### config.mk
export PLATFORM = sky130hd
export DESIGN_NAME = iter_div_unit_flat
export DESIGN_NICKNAME = d
export VERILOG_FILES = /design/src/rtl/iter_div_if.sv /design/src/rtl/iter_div_unit.sv /design/src/flat_wrapper.sv
export SDC_FILE = /design/constraint.sdc
export NUM_CORES = 1
export LEC_CHECK = 0
export BUFFER_PORTS_ARGS = -buffer_cell sky130_fd_sc_hd__buf_2
export CAP_MARGIN = 15
export CORE_ASPECT_RATIO = 2
export CORE_MARGIN = 5
export CORE_UTILIZATION = 30
export DETAILED_ROUTE_END_ITERATION = 10
export HOLD_SLACK_MARGIN = 0.02
export PLACE_DENSITY_LB_ADDON = 0.25
export SKIP_LAST_GASP = 1
export SLEW_MARGIN = 20
export SYNTH_ARGS = -nofsm -noshare
export SYNTH_HDL_FRONTEND = slang
export SYNTH_SLANG_ARGS = --single-unit
### constraint.sdc
create_clock -name clk -period 6.8 [get_ports clk]
set_input_delay 1.02 -clock clk [delete_from_list [all_inputs] [get_ports clk]]
set_output_delay 1.02 -clock clk [all_outputs]
set_load 0.005 [all_outputs]
### src/rtl/iter_div_if.sv
// Start/ready handshake bundle between the EX-stage ALU top (master) and the
// iterative divider (slave).
interface iter_div_if #(
  parameter int WIDTH = 32
);
  logic               start_i;
  logic               signed_div_i;
  logic [WIDTH-1:0]   opdata1_i;
  logic [WIDTH-1:0]   opdata2_i;
  logic               busy_o;
  logic               ready_o;
  logic [2*WIDTH-1:0] result_o;

  modport master (
    output start_i, signed_div_i, opdata1_i, opdata2_i,
    input  busy_o, ready_o, result_o
  );

  modport slave (
    input  start_i, signed_div_i, opdata1_i, opdata2_i,
    output busy_o, ready_o, result_o
  );
endinterface

### src/rtl/iter_div_unit.sv
// Multi-cycle restoring radix-2 divider returning {remainder, quotient}.
// Optional DIV_EARLY_EXIT_EN: skip iterations when |dividend| < |divisor|.
module iter_div_unit #(
  parameter int WIDTH = 32
) (
  input  logic       clk,
  input  logic       rst,
  input  logic       flush,
  input  logic       annul_i,
  iter_div_if.slave  bus
);
  localparam int CW = $clog2(WIDTH);

  typedef enum logic [1:0] {S_IDLE, S_CALC, S_DONE} state_e;

  state_e             state_q, state_d;
  logic [CW-1:0]      cnt_q, cnt_d;
  logic [WIDTH-1:0]   divd_q, divd_d;   // dividend bits shift out, quotient bits shift in
  logic [WIDTH-1:0]   dvsr_q, dvsr_d;
  logic [WIDTH-1:0]   rem_q, rem_d;
  logic               negq_q, negq_d;
  logic               negr_q, negr_d;
  logic [2*WIDTH-1:0] result_q, result_d;

  logic               abort;
  logic               a_neg, b_neg, early_exit, no_borrow, last_iter;
  logic [WIDTH-1:0]   a_abs, b_abs, rem_next, quo_next, q_fix, r_fix;
  logic [WIDTH:0]     shifted;
  logic [WIDTH+1:0]   diff;

  assign abort = flush | annul_i;

  assign a_neg = bus.signed_div_i & bus.opdata1_i[WIDTH-1];
  assign b_neg = bus.signed_div_i & bus.opdata2_i[WIDTH-1];
  assign a_abs = a_neg ? -bus.opdata1_i : bus.opdata1_i;
  assign b_abs = b_neg ? -bus.opdata2_i : bus.opdata2_i;

`ifdef DIV_EARLY_EXIT_EN
  assign early_exit = (a_abs < b_abs);
`else
  assign early_exit = 1'b0;
`endif

  // One restoring step: the extra top bit of diff is the borrow.
  assign shifted   = {rem_q, divd_q[WIDTH-1]};
  assign diff      = {1'b0, shifted} - {2'b00, dvsr_q};
  assign no_borrow = ~diff[WIDTH+1];
  assign rem_next  = no_borrow ? diff[WIDTH-1:0] : shifted[WIDTH-1:0];
  assign quo_next  = {divd_q[WIDTH-2:0], no_borrow};
  assign q_fix     = negq_q ? -quo_next : quo_next;
  assign r_fix     = negr_q ? -rem_next : rem_next;
  assign last_iter = (cnt_q == CW'(WIDTH - 1));

  always_comb begin
    // NOTE: every always_comb output gets a default first, so no path can infer a latch.
    state_d  = state_q;
    cnt_d    = cnt_q;
    divd_d   = divd_q;
    dvsr_d   = dvsr_q;
    rem_d    = rem_q;
    negq_d   = negq_q;
    negr_d   = negr_q;
    result_d = result_q;

    unique case (state_q)
      S_IDLE: begin
        if (bus.start_i && !abort) begin
          if (bus.opdata2_i == '0) begin
            result_d = {bus.opdata1_i, {WIDTH{1'b1}}};
            state_d  = S_DONE;
          end else if (early_exit) begin
            result_d = {bus.opdata1_i, {WIDTH{1'b0}}};
            state_d  = S_DONE;
          end else begin
            divd_d  = a_abs;
            dvsr_d  = b_abs;
            rem_d   = '0;
            negq_d  = a_neg ^ b_neg;
            negr_d  = a_neg;
            cnt_d   = '0;
            state_d = S_CALC;
          end
        end
      end
      S_CALC: begin
        rem_d  = rem_next;
        divd_d = quo_next;
        cnt_d  = cnt_q + 1'b1;
        if (last_iter) begin
          result_d = {r_fix, q_fix};
          state_d  = S_DONE;
        end
      end
      S_DONE:  state_d = S_IDLE;
      default: state_d = S_IDLE;
    endcase

    // Abort overrides everything; the previous result stays visible.
    if (abort) begin
      state_d  = S_IDLE;
      cnt_d    = '0;
      result_d = result_q;
    end
  end

  always_ff @(posedge clk) begin
    // NOTE: sequential state uses non-blocking assignments so all flops update from pre-edge values.
    if (rst) begin
      state_q  <= S_IDLE;
      cnt_q    <= '0;
      divd_q   <= '0;
      dvsr_q   <= '0;
      rem_q    <= '0;
      negq_q   <= 1'b0;
      negr_q   <= 1'b0;
      result_q <= '0;
    end else begin
      state_q  <= state_d;
      cnt_q    <= cnt_d;
      divd_q   <= divd_d;
      dvsr_q   <= dvsr_d;
      rem_q    <= rem_d;
      negq_q   <= negq_d;
      negr_q   <= negr_d;
      result_q <= result_d;
    end
  end

  assign bus.busy_o   = (state_q == S_CALC);
  assign bus.ready_o  = (state_q == S_DONE);
  assign bus.result_o = result_q;
endmodule

### src/flat_wrapper.sv
// flat-port wrapper written by rule: the top's interface ports become plain ports
module iter_div_unit_flat 
#(
  parameter int WIDTH = 32
)
  (clk, rst, flush, annul_i, bus_start_i, bus_signed_div_i, bus_opdata1_i, bus_opdata2_i, bus_busy_o, bus_ready_o, bus_result_o);
  iter_div_if #(.WIDTH(WIDTH)) bus_i ();
  input  logic clk;
  input  logic rst;
  input  logic flush;
  input  logic annul_i;
  input wire logic [$bits(bus_i.start_i)-1:0] bus_start_i;
  input wire logic [$bits(bus_i.signed_div_i)-1:0] bus_signed_div_i;
  input wire logic [$bits(bus_i.opdata1_i)-1:0] bus_opdata1_i;
  input wire logic [$bits(bus_i.opdata2_i)-1:0] bus_opdata2_i;
  output wire logic [$bits(bus_i.busy_o)-1:0] bus_busy_o;
  output wire logic [$bits(bus_i.ready_o)-1:0] bus_ready_o;
  output wire logic [$bits(bus_i.result_o)-1:0] bus_result_o;
  assign bus_i.start_i = bus_start_i;
  assign bus_i.signed_div_i = bus_signed_div_i;
  assign bus_i.opdata1_i = bus_opdata1_i;
  assign bus_i.opdata2_i = bus_opdata2_i;
  assign bus_busy_o = bus_i.busy_o;
  assign bus_ready_o = bus_i.ready_o;
  assign bus_result_o = bus_i.result_o;
  iter_div_unit #(.WIDTH(WIDTH)) u_core (.clk(clk), .rst(rst), .flush(flush), .annul_i(annul_i), .bus(bus_i));
endmodule
* Word-level counts from Yosys, hierarchy flattened *
Cells that the tools add are included.

word-level totals
  bits of input ports = 70
  output and inout bits = 66
  flip-flop bits (word level) = 169
  logic and storage cells = 60

cells by class
  muxes and demuxes = 22
  $add $sub $neg = 6
  reductions and logical operators = 10
  bitwise operators = 7
  eq/ne operators = 7

operators with widths
  operator             number
  $mux 32              9
  $mux 64              3
  $neg 32->32          4
  $pmux 32 s2          2
  $pmux 64 s2          1
  $sub 33x32->34       1
  $logic_not 32->1     1
  $mux 5               2
  $pmux 5 s2           1
  $mux 2               3
  $ne 2x1->1 const B   3
  $reduce_and 3->1     2
  $add 5x1->5 const B  1
  $eq 5x5->1 const B   1
  $reduce_and 5->1     1
  $pmux 2 s2           1
  $not 1->1            3
  $and 1x1->1          2
  $eq 2x1->1 const B   1
  $eq 2x2->1 const B   1
  $logic_not 2->1      1
  $ne 2x2->1 const B   1
  $reduce_and 2->1     1
  $reduce_bool 2->1    1
  5 further kinds      5

* Depth between registers and ports, before layout *
  word-level depth = 6
  gate-level depth with buffers = 24
  gate-level depth less buffers = 19

* Worst setup path after synthesis *
OpenSTA, ideal clock, no wires.

  path kind = reg2reg
  start point = reg u_core.dvsr_q[1]
  end point = reg u_core.result_q[62], in the netlist u_core.bus.result_o[62]
  cell stages (with the launch flop) = 20
  path buffers = 3
  data arrival time = 4.818 ns
  required time = 6.686 ns
  clock period less this slack = 4.932 ns
  setup time = 0.114 ns
  setup slack = 1.868 ns
  cell sequence = dfxtp_1 -> inv_1 -> ha_1 -> nor2b_1 -> o2111ai_2 -> a2111oi_4 -> o21ai_2 -> nand2_2 -> buf_2 -> clkbuf_1 -> buf_1 -> mux2i_1 -> ha_1 -> and2_1 -> o211ai_1 -> o41ai_1 -> o2111ai_1 -> o31ai_1 -> xor2_1 -> a2111oi_0

on the way
  cells in the longest elaborated chain, start to end = 6

RTL lines
  what                    line                  text
  start, declared         iter_div_unit.sv:19   logic [WIDTH-1:0] dvsr_q, dvsr_d;
  start signal, assigned  iter_div_unit.sv:121  dvsr_q <= dvsr_d;
  $sub 33x32->34 (*)      iter_div_unit.sv:46   assign diff = {1'b0, shifted} - {2'b00, dvsr_q};
  $mux 32 (*)             iter_div_unit.sv:48   assign rem_next = no_borrow ? diff[WIDTH-1:0] : shifted[WIDTH-1:0];
  $neg 32->32             iter_div_unit.sv:51   assign r_fix = negr_q ? -rem_next : rem_next;
  $mux 32 (*)             iter_div_unit.sv:51
  $mux 64 (*)             iter_div_unit.sv:89   if (last_iter) begin
  $pmux 64 s2 (*)         iter_div_unit.sv:65   unique case (state_q)
  end signal, assigned    iter_div_unit.sv:125  result_q <= result_d;
  end, declared           iter_div_unit.sv:23   logic [2*WIDTH-1:0] result_q, result_d;

Every way passes the cells marked *; elsewhere a longest branch is shown, timed or not. The select of a mux whose other input is x is not followed.
A chain may end at the register's enable or synchronous reset.

* Worst setup path after layout *
  start point = reg u_core.rem_q[5]
  end point = reg u_core.result_q[62], in the netlist u_core.bus.result_o[62]

on the way
  cells in the longest elaborated chain, start to end = 6

RTL lines
  what                    line                  text
  start, declared         iter_div_unit.sv:20   logic [WIDTH-1:0] rem_q, rem_d;
  start signal, assigned  iter_div_unit.sv:122  rem_q <= rem_d;
  $sub 33x32->34          iter_div_unit.sv:46
  $mux 32 (*)             iter_div_unit.sv:48
  $neg 32->32             iter_div_unit.sv:51
  $mux 32 (*)             iter_div_unit.sv:51
  $mux 64 (*)             iter_div_unit.sv:89
  $pmux 64 s2 (*)         iter_div_unit.sv:65

Marks and branches as above.

==> impl_metrics.json <==
{
  "grt_use_total_pct": 17.81,
  "ys_ff_latch": 169,
  "synth_area_sq_um": 11810,
  "ys_async_sr_fraction_pct": 0,
  "overflow": 0,
  "synth_top_area_cell": "dfxtp_1",
  "worstPathArrival_ns": 5.43,
  "critical_path_class": "flip-flop to flip-flop",
  "min_path_cells": 2,
  "vdd_drop_max_mv": 0.1592,
  "ys.flop_type": "dfxtp_1",
  "p_sw_share_pct": 32.20,
  "first_pass_iters": 5,
  "cts_buffers": 17,
  "rr_endpoint": "u_core.bus.result_o[62]",
  "max_slew.worst_pin.slew_ns": 1.066,
  "fin_nets": 1744,
  "hp-start": "u_core.dvsr_q[18]",
  "layout.cells.non_filler": 2176,
  "grt_pass1_vias": 11050,
  "synth_top_area_share_pct": 28.64,
  "synth.avg_cell_area_sq_um": 7.504,
  "wl_per_cell_um": 18.27,
  "hold_path.class": "flip-flop to flip-flop",
  "cts-root-buf": "clkbuf_16",
  "cts_resized": 0,
  "period_minus_slack_ns": 5.112,
  "via_count": 11508,
  "syn_to_final_growth_pct": 13.61,
  "relSlewSlack_pct": 28.95,
  "grt_pass1_wl_mm": 61.93,
  "cp-end-kind": "flip-flop",
  "drive_gt1_share_pct": 13.59,
  "placement.io_buffers": 135,
  "intPower_mw": 1.714,
  "combPwrFrac_pct": 22.2,
  "htree_levels": 4,
  "setup_violations": 0,
  "synth.most_common_cell": "nor2_1",
  "stdcell_area_sq_um": 13420,
  "ff_latch_area_sq_um": 3383,
  "setup_ws_ns": 1.688,
  "reg2reg_slack_ns": 1.69,
  "rsz0062_at_grt": "false",
  "place_ws_ns": 1.690,
  "io_pins": 136,
  "cts.sinks": 169,
  "dp_hpwl_mm": 30.21,
  "path_max_fanout": 9,
  "max_cap_viol_count": 0,
  "synth-simple-area-share_pct": 21.41,
  "dieWidth_um": 150.3,
  "p_sw_mw": 0.8140,
  "clk_pin_slew_worst_paths_ns": 0.07,
  "antenna_found_initial": 3,
  "cts_hold_buf": 0,
  "fmax_ghz": 0.1956,
  "r2r_start": "u_core.rem_q[5]",
  "p_per_area_nw_per_um2": 188.4,
  "syn-num-nets": 1683,
  "synth_area_leaders": "dfxtp_1 29%, nor2_1 8.5%, xor2_1 5.5%, a211oi_1 5.3%, a21oi_1 5.2%",
  "critPathRequiredTime_ns": 7.12,
  "synth_xor_area_share_pct": 10.46,
  "critPathLaunchType": "flip-flop",
  "insertion_delay_ns": 0.43,
  "yosysUniqueCellTypes": 89,
  "synth_cells": 1574,
  "hold_viol": 0,
  "multiInputGateArea_sq_um": 7831,
  "finalSetupTns_ns": 0,
  "r2r_cells": 15,
  "ys.warnings.count": 0,
  "p_total_mw": 2.527,
  "ys_top_cells_by_count": "267 x nor2_1, 169 x dfxtp_1, 122 x a21oi_1",
  "pwr-share-clk_pct": 37.3,
  "synth-edff-count": 0,
  "fin_worst_skew_ns": 0.01009,
  "drv_slew": 0,
  "synthAdderAreaFrac_pct": 4.195,
  "postRouteWirelength_mm": 39.76,
  "drcViolationCount": 0,
  "fp-row-count": 103,
  "grt_max_degree": 99,
  "tritoncts": "yes",
  "status": "finished, final reports clean",
  "synth_seq_area_share_pct": 28.64,
  "clock_path_buffers": 2,
  "drt_iter0_markers": 761,
  "ant_nets": 0,
  "dpl.cell_count": 2141,
  "die_area_sq_um": 43680,
  "initial_core_util_pct": 30.15,
  "post-cts-setup-buffers": 0,
  "synthMuxAreaShare_pct": 1.123,
  "p_leak_nw": 5.173,
  "die_h_um": 290.6,
  "gp_congestion": 0.8933,
  "n_fill_cell": 4322,
  "placed_area_sq_um": 12860,
  "coreArea_sq_um": 39180,
  "synth_compound_area_share_pct": 28.82,
  "routed_via_density": 5.289,
  "fin_crit_sh_pct": 75.17,
  "p_seq_share_pct": 40.5,
  "synth_top_family_by_area": "compound AO/OA/AOI/OAI gates",
  "holdPathEnd": "u_core.dvsr_q[18]"
}
[metal layers]
layer	part of all wire, %	GRT usage (%)	vias up
li1	-	-	5825
met1	43	22.54	5394
met2	50	31.29	263
met3	5.2	2.887	24
met4	1.4	4.134	2
met5	0.035	0	-
[worst max-delay path by stage]
stage,start,end,slack [ns],cells past startpoint
floorplan,u_core.dvsr_q[1],u_core.bus.result_o[62],1.87,19
global placement,bus_opdata2_i[0],u_core.bus.result_o[51],1.77,14
detailed placement,bus_opdata2_i[0],u_core.bus.result_o[62],1.69,13
CTS,u_core.rem_q[5],u_core.bus.result_o[62],1.77,15
global route,u_core.rem_q[5],u_core.bus.result_o[62],1.28,15
finish,u_core.rem_q[5],u_core.bus.result_o[62],1.69,15
[final cells by class]
cell class | count | area share (%)
diodes | 3 | 0.05594
clock inverters | 14 | 0.9324
flip-flops and latches | 169 | 25.21
multi-input cells | 1246 | 58.36
repair buffers | 151 | 5.949
clock buffers | 18 | 3.198
well taps | 525 | 4.895
inverters | 50 | 1.399
[worst max-delay path, stage by stage, from the launching register on]
cell	delay, ns
dfxtp_1	0.51
ha_1	0.39
a21oi_2	0.28
o21ai_2	0.15
a221o_1	0.40
o21ai_2	0.32
nand2_2	0.16
mux2i_1	0.26
ha_1	0.26
and2_1	0.19
o211ai_1	0.18
o41ai_1	0.61
o2111ai_1	0.41
o31ai_1	0.37
xor2_1	0.11
a2111oi_0	0.39
[layout by cell type (no fill, tap or decap), types with 5 or more instances in the layout]
master / n
buf_2: 134
nand4_1: 13
nor4_1: 14
and3_1: 11
a211oi_1: 83
o41ai_1: 14
a311oi_1: 24
a21o_1: 16
or4_1: 16
a211o_1: 5
nor2_1: 267
nand3_1: 22
a21oi_1: 121
mux2i_1: 11
nand3b_1: 5
xor2_1: 74
clkbuf_16: 17
or3_1: 19
o21a_1: 10
nand2b_1: 5
o22ai_1: 12
o211ai_1: 13
o31ai_1: 23
nor2b_1: 6
o21ai_0: 83
a31oi_1: 11
nor3_1: 29
dfxtp_1: 169
or2_2: 6
ha_1: 38
a221oi_1: 6
and2_1: 6
nand2_1: 120
buf_4: 17
inv_1: 48
xnor2_1: 67
a22oi_1: 20
[metrics by stage]
stage / hold WS, ns / utilization (%)
floorplan: 0.4319 / -
finish: 0.4558 / 34.25
CTS: 0.4589 / 34.23
global route: 0.4820 / 34.24
detailed placement: 0.4498 / 32.82
global placement: 0.4437 / 32.82
[logic make-up (layout without fill, tap and decap cells)]
| kind of cell | after synthesis | count (layout) |
|---|---|---|
| flip-flops | 169 | 169 |
| other | 0 | 3 |
| XOR/XNOR | 141 | 141 |
| buffers and inverters | 159 | 233 |
| AO/OA/AOI/OAI | 495 | 495 |
| AND/OR/NAND/NOR | 558 | 558 |
| multiplexers | 13 | 13 |
| adder cells (fa/ha/maj) | 39 | 39 |
[state kept, by name, indices dropped and copies added, names as in the netlist]
| signal | cells |
|---|---|
| u_core.bus.result_o | 64 |
| u_core.divd_q | 32 |
| u_core.dvsr_q | 32 |
| u_core.rem_q | 32 |
| u_core.cnt_q | 5 |
| u_core.state_q | 2 |
| u_core.negq_q | 1 |
| u_core.negr_q | 1 |
[power by group through the flow]
stage / sequential, mW / combinational [mW] / clock [mW]
after global placement: 1.05 / 0.557 / 0
after detailed placement: 1.05 / 0.556 / 0
after global routing: 1.03 / 0.615 / 1.01
after CTS: 1.02 / 0.559 / 0.970
after floorplan: 1.04 / 0.404 / 0
final: 1.02 / 0.561 / 0.942
Power figures use the tool's default switching activity.
